**src/rtl/npc_exec_sequencer.sv**
```systemverilog
// Multi-cycle fetch/execute/memory/writeback sequencer for the NPC core.
// Optional bus-handshake timeout is enabled by defining NPC_SEQ_TIMEOUT_EN.
module npc_exec_sequencer #(
  parameter int unsigned CNT_W       = 32,
  parameter int unsigned TIMEOUT_CYC = 255
) (
  input  logic             clk,
  input  logic             rst_n,
  output logic             ifu_req_valid,
  input  logic             ifu_req_ready,
  input  logic             ifu_rsp_valid,
  output logic             ir_we,
  input  logic             dec_ld,
  input  logic             dec_st,
  input  logic             dec_rd_en,
  input  logic             dec_halt,
  output logic             lsu_req_valid,
  output logic             lsu_req_we,
  input  logic             lsu_req_ready,
  input  logic             lsu_rsp_valid,
  output logic             rf_we,
  output logic             pc_we,
  output logic             halted,
  output logic             bus_err,
  output logic [CNT_W-1:0] instret
);

  typedef enum logic [2:0] {
    S_IDLE, S_FETCH, S_IWAIT, S_EXEC, S_MEM, S_MWAIT, S_WB, S_HALT
  } state_t;

  state_t state, state_nxt;
  logic   timeout;
  logic   waiting;

  assign waiting = (state == S_FETCH) || (state == S_IWAIT) ||
                   (state == S_MEM)   || (state == S_MWAIT);

  // State register
  always_ff @(posedge clk or negedge rst_n) begin
    if (!rst_n) state <= S_IDLE;
    else        state <= state_nxt;
  end

  // Next-state logic; handshake progress wins over a coincident timeout
  always_comb begin
    state_nxt = state;
    unique case (state)
      S_IDLE:  state_nxt = S_FETCH;
      S_FETCH: if (ifu_req_ready)      state_nxt = S_IWAIT;
               else if (timeout)       state_nxt = S_HALT;
      S_IWAIT: if (ifu_rsp_valid)      state_nxt = S_EXEC;
               else if (timeout)       state_nxt = S_HALT;
      S_EXEC:  if (dec_halt)           state_nxt = S_HALT;
               else if (dec_ld || dec_st) state_nxt = S_MEM;
               else                    state_nxt = S_WB;
      S_MEM:   if (lsu_req_ready)      state_nxt = S_MWAIT;
               else if (timeout)       state_nxt = S_HALT;
      S_MWAIT: if (lsu_rsp_valid)      state_nxt = S_WB;
               else if (timeout)       state_nxt = S_HALT;
      S_WB:    state_nxt = S_FETCH;
      S_HALT:  state_nxt = S_HALT;
      default: state_nxt = S_IDLE;
    endcase
  end

  // Output decode from the registered state
  always_comb begin
    ifu_req_valid = 1'b0;
    ir_we         = 1'b0;
    lsu_req_valid = 1'b0;
    lsu_req_we    = 1'b0;
    rf_we         = 1'b0;
    pc_we         = 1'b0;
    halted        = 1'b0;
    unique case (state)
      S_FETCH: ifu_req_valid = 1'b1;
      S_IWAIT: ir_we         = ifu_rsp_valid;
      S_MEM: begin
        lsu_req_valid = 1'b1;
        lsu_req_we    = dec_st;
      end
      S_WB: begin
        pc_we = 1'b1;
        rf_we = dec_rd_en & ~dec_st;
      end
      S_HALT:  halted = 1'b1;
      default: ;
    endcase
  end

  // Retired-instruction counter, wraps naturally
  always_ff @(posedge clk or negedge rst_n) begin
    if (!rst_n)              instret <= '0;
    else if (state == S_WB)  instret <= instret + CNT_W'(1);
  end

`ifdef NPC_SEQ_TIMEOUT_EN
  localparam int unsigned WAIT_W =
    ($clog2(TIMEOUT_CYC + 1) > 8) ? $clog2(TIMEOUT_CYC + 1) : 8;

  logic [WAIT_W-1:0] wait_cnt;

  // Counter holds the cycles already spent in the current wait state
  assign timeout = waiting && (wait_cnt == WAIT_W'(TIMEOUT_CYC - 1));

  always_ff @(posedge clk or negedge rst_n) begin
    if (!rst_n)                  wait_cnt <= '0;
    else if (state_nxt != state) wait_cnt <= '0;
    else if (waiting)            wait_cnt <= wait_cnt + WAIT_W'(1);
  end

  always_ff @(posedge clk or negedge rst_n) begin
    if (!rst_n)                                bus_err <= 1'b0;
    else if (timeout && state_nxt == S_HALT)   bus_err <= 1'b1;
  end
`else
  // TIMEOUT_CYC only matters in the timeout build; referenced here to keep it live
  assign timeout = waiting & (TIMEOUT_CYC == 0) & 1'b0;
  assign bus_err = 1'b0;
`endif

endmodule

```
**config.mk**
```make
export PLATFORM = sky130hd
export DESIGN_NAME = npc_exec_sequencer
export DESIGN_NICKNAME = d
export VERILOG_FILES = /design/src/rtl/npc_exec_sequencer.sv
export SDC_FILE = /design/constraint.sdc
export NUM_CORES = 1
export LEC_CHECK = 0
export CAP_MARGIN = 40
export CORE_MARGIN = 3
export CORE_UTILIZATION = 35
export DETAILED_ROUTE_END_ITERATION = 8
export PLACE_DENSITY = 0.61
export SETUP_SLACK_MARGIN = 0.05
export SYNTH_ARGS = -nofsm -noshare
export SYNTH_HDL_FRONTEND = slang
export SYNTH_SLANG_ARGS = --single-unit
export TNS_END_PERCENT = 1
```
**constraint.sdc**
```tcl
create_clock -name clk -period 1.6 [get_ports clk]
set_input_delay 0.16 -clock clk [delete_from_list [all_inputs] [get_ports clk]]
set_output_delay 0.16 -clock clk [all_outputs]
set_load 0.02 [all_outputs]
```
### After elaboration in Yosys (flattened, before gate mapping)

Index checks and enable logic that the tools add are counted.

* equality and inequality tests: 11
* add/subtract/negate cells: 1
* mux-type cells: 14
* reduce and logical (&&, ||, !) cells: 4
* bitwise logic cells: 2

Operator list (count)
* 32-bit by 1-bit adder with 32-bit output (second input constant): 1
* 3-bit case mux with 7 select lines: 1
* 3-bit == test (second input constant): 4
* 3-bit two-way mux: 4
* 2-bit != test (second input constant): 4
* 1-bit two-way mux: 7
* 3-bit by 2-bit == test with 1-bit output (second input constant): 2
* 2-bit two-way mux: 2
* 4-bit AND reduction: 1
* 3-bit by 1-bit == test with 1-bit output (second input constant): 1
* 3-bit logical NOT: 1
* 2-bit OR reduction: 1
* 1-bit AND: 1
* 1-bit logical OR: 1
* 1-bit NOT: 1

* word-level logic and storage cells: 34
* output and inout bits: 40
* flip-flop bits (word level): 35
* input port bits: 10

### Depth between registers and ports, before layout

Gate-level depths: netlist (run 1).

* depth after elaboration: 4
* depth in mapped cells: 6

### Least setup slack after synthesis (run 1)

Ideal clock, no wire load.

* path type: register to register
* from: reg instret[0]
* to: reg instret[14]
* setup time: 130 ps
* setup slack: -66 ps
* path buffers: 1
* arrival time: 1536 ps
* cell stages (with the launch flop): 7
* cell sequence: dfrtp_1 > ha_1 > nand3_1 > nor4_4 > buf_6 > nand4_1 > xnor2_1

* cells in the longest elaborated chain, start to end: 1

RTL lines
* from (decl): line 25 `output logic [CNT_W-1:0] instret`
* from (signal assigned): line 95 `else if (state == S_WB) instret <= instret + CNT_W'(1);`
* 32-bit by 1-bit adder with 32-bit output: line 95

No other way between the ends.
A chain may end at the register's enable or synchronous reset.

### Worst setup path after layout (run 1)

* from: reg instret[2]
* to: out instret[2]

No word-level cell between the ends.

==> flow_metrics.tcl, run 1 <==
set metrics [dict create \
    arrival_ps 1350 \
    crit_chain "clkdlybuf4s50_1" \
    setup_viol 0 \
    drtPass1Iterations 4 \
    irDropWorstVdd_v 0.0006964 \
    max_stage_delay_ps 630 \
    cts_tree "done" \
    start_util 0.3663 \
    total_power_uw 2587 \
    cts_sinks 35 \
    final_nets 239 \
    dieArea_sq_um 5894 \
    powerDensity_nw_per_um2 1031 \
    clk_pin_slew_ps 70 \
    synth_compound_area_frac 0.02712 \
    rrSetupSlack_ps 100 \
    finalCriticalPeriod_ps 1506 \
    worst_path_max_delay_cell "clkdlybuf4s50_1" \
    dpl.hpwl_um 2515 \
    yosysTopAreaCell "dfrtp_1" \
    rows 25 \
    period_share 0.9414 \
    ys_ff_latch 35 \
    wl_per_cell_um 11.77 \
    avgSynthCellArea_sq_um 10.62 \
    grt_pass1_wl_um 6168 \
    fmax_mhz 663.9 \
    clockBufferDepth 2 \
    io_buffers 48 \
    grt_start_max_net_pins 36 \
    status "complete, no violations" \
    yosys.area_share.adder 0.007138 \
    root_buffer "clkbuf_8" \
    dp.cells 288 \
    gp_congestion 0.7558 \
    vias 1383 \
    synth_top_family_by_area "simple AND/OR/NAND/NOR gates" \
    ys_warn_count 0 \
    ant_nets 0 \
    track_usage 0.1305 \
    finalHoldViolations 0 \
    endpoint_kind "output pin" \
    area.growth.synth_to_final_pct 43.11 \
    clk-insertion-delay-late_ps 290 \
    cts_made_buffers 5 \
    ys_top_cells_by_area "dfrtp_1, xnor2_1, nand4_1, nand3_1, nand2_1" \
    worstHoldPathType "in2async" \
    clock_skew_ps 6.518 \
    first_iter_violations 69 \
    die_w_um 76.77 \
    gr-total-overflow 0 \
    path_max_fanout 5 \
    worst-path-buf-inv 1 \
    cap_viol_max_count 0 \
    syn_area_sq_um 1753 \
    fin_tns_setup_ps 0 \
    required_ps 1440 \
    synth.net_count 176 \
    io_pins 50 \
    htree_levels 2 \
    synth-xor-area-share 0.1549 \
    via_per_inst 4.672 \
    multi_input_comb_area_sq_um 809.5 \
    r2r_end "instret[18]" \
    ys_seq_area_frac 0.4996 \
    drc 0 \
    die_h_um 76.77 \
    synthDistinctLibCells 33 \
    final_layout_size_suffix_gt1_frac 0.1921 \
    syn_inst 165 \
    yosys.area_share.simple 0.2570 \
    fill_cells 463 \
    stdcell_count 296 \
    core_sq_um 4786 \
    grt_antenna_before_repair 0 \
    leakage_uw 0.001252 \
    finalMaxSlewViolations 0 \
    rr_worst_depth 5 \
    grt_pass1_vias 1387 \
    antenna_cells 0 \
    critPathKind "reg2out" \
    rsz0062_at_grt "true" \
    r2r-start "state[0]" \
    startpoint_type "flip-flop" \
    seqCellArea_sq_um 880.8 \
    synth_top_area_frac 0.4996 \
    postRouteWirelength_um 3484 \
    crit_family "buffers and inverters" \
    synthMuxAreaShare 0.006424 \
]
[what timing repair did]
action	CTS	global route
setup endpoints to repair	13	29
hold buffers	0	0
pin swaps	0	8
setup buffers	0	0
gates resized for setup	28	14
[how the worst max path moves through the flow]
stage,startpoint,endpoint,slack (ps),depth (start not counted)
detailed placement,ifu_rsp_valid,ir_we,-120,3
global route,state[0],instret[16],-40,5
floorplan,instret[4],instret[21],50,5
finish,instret[2],instret[2],90,1
CTS,state[1],lsu_req_we,-40,4
global placement,ifu_rsp_valid,ir_we,-100,3
[per-layer routing]
layer	global-route usage	wire, um	vias to the layer above	share of wire
met4	0.07609	80	0	0.023
met5	0	0	-	0
li1	-	-	687	-
met3	0.02817	207	7	0.059
met2	0.2108	1608	36	0.46
met1	0.1598	1587	653	0.46
[flip-flops by register name, summed over array words and instances, names as in the netlist, named ones only]
name / cells
instret: 32
state: 2
[area by class of cell]
class / count / area share
Timing Repair Buffer: 64 / 0.2424
Clock inverter: 1 / 0.002993
Tap cell: 67 / 0.03342
Inverter: 6 / 0.008978
Clock buffer: 7 / 0.03840
Multi-Input combinational cell: 116 / 0.3227
Sequential cell: 35 / 0.3511
[cell families (layout without fill, tap and decap cells)]
kind of cell,count (synthesis),count (layout)
compound gates,8,8
simple gates,74,74
xor+xnor,31,31
other cells,1,1
mux,1,1
flops,35,35
buf+inv,14,78
fa+ha+maj,1,1
[placed cells by master, fill, tap and decap left out, types with 2 or more instances in the layout]
master,instances
a21oi_1,3
and2_1,2
and3_1,3
buf_12,2
buf_2,3
buf_4,15
clkbuf_2,2
clkbuf_8,7
clkdlybuf4s50_1,28
dfrtp_1,31
dfrtp_2,4
dlygate4sd2_1,6
dlymetal6s2s_1,7
inv_1,6
nand2_1,15
nand2b_1,2
nand3_1,14
nand4_1,13
nor2_1,9
nor3_1,2
nor3_2,2
nor3b_1,2
nor4_4,2
o21ai_0,2
xnor2_1,27
xor2_1,4
[Yosys cell counts]
cell and count:
dfrtp_1 35, xnor2_1 27, nand2_1 15, nand3_1 15, nand4_1 13, nor2_1 10
inv_1 6, xor2_1 4, a21oi_1 3, and3_1 3, buf_6 3, clkbuf_1 3
nor3_1 3, and2_1 2, nand2b_1 2, nor3b_1 2, nor4_4 2, o21ai_0 2
and4_1 1, buf_2 1, buf_4 1, conb_1 1, ha_1 1, mux2_2 1
nand3b_1 1, nand3b_4 1, nand4_4 1, nor3_2 1, nor4bb_1 1, o22ai_1 1
o2bb2ai_1 1, o31ai_1 1, or2_2 1
[metrics by stage]
step / hold slack [ps] / setup slack, ps / area, sq um / util
floorplan: -135.6 / 52.24 / 1755 / -
global placement: 460.6 / -102.4 / 2407 / 0.5030
detailed placement: 462.7 / -116.2 / 2407 / 0.5030
CTS: 287.7 / -43.32 / 2486 / 0.5195
global route: 315.8 / -40.33 / 2509 / 0.5242
finish: 272.1 / 93.73 / 2509 / 0.5242
[power by group]
group / leakage, uW / internal, uW / switching [uW]
Sequential: 0.000474 / 978 / 108
Combinational: 0.000728 / 407 / 383
Clock: 0.0000505 / 391 / 321
Total: 0.00125 / 1780 / 811
Note: power is estimated with default switching activity, not from simulation.
==> inputs of run 2 (changes only) <==
ABC_AREA = 0   (was not set)
==> results of run 2 <==
Same layout as run 1: the final DEF is identical, and so are final timing and power.
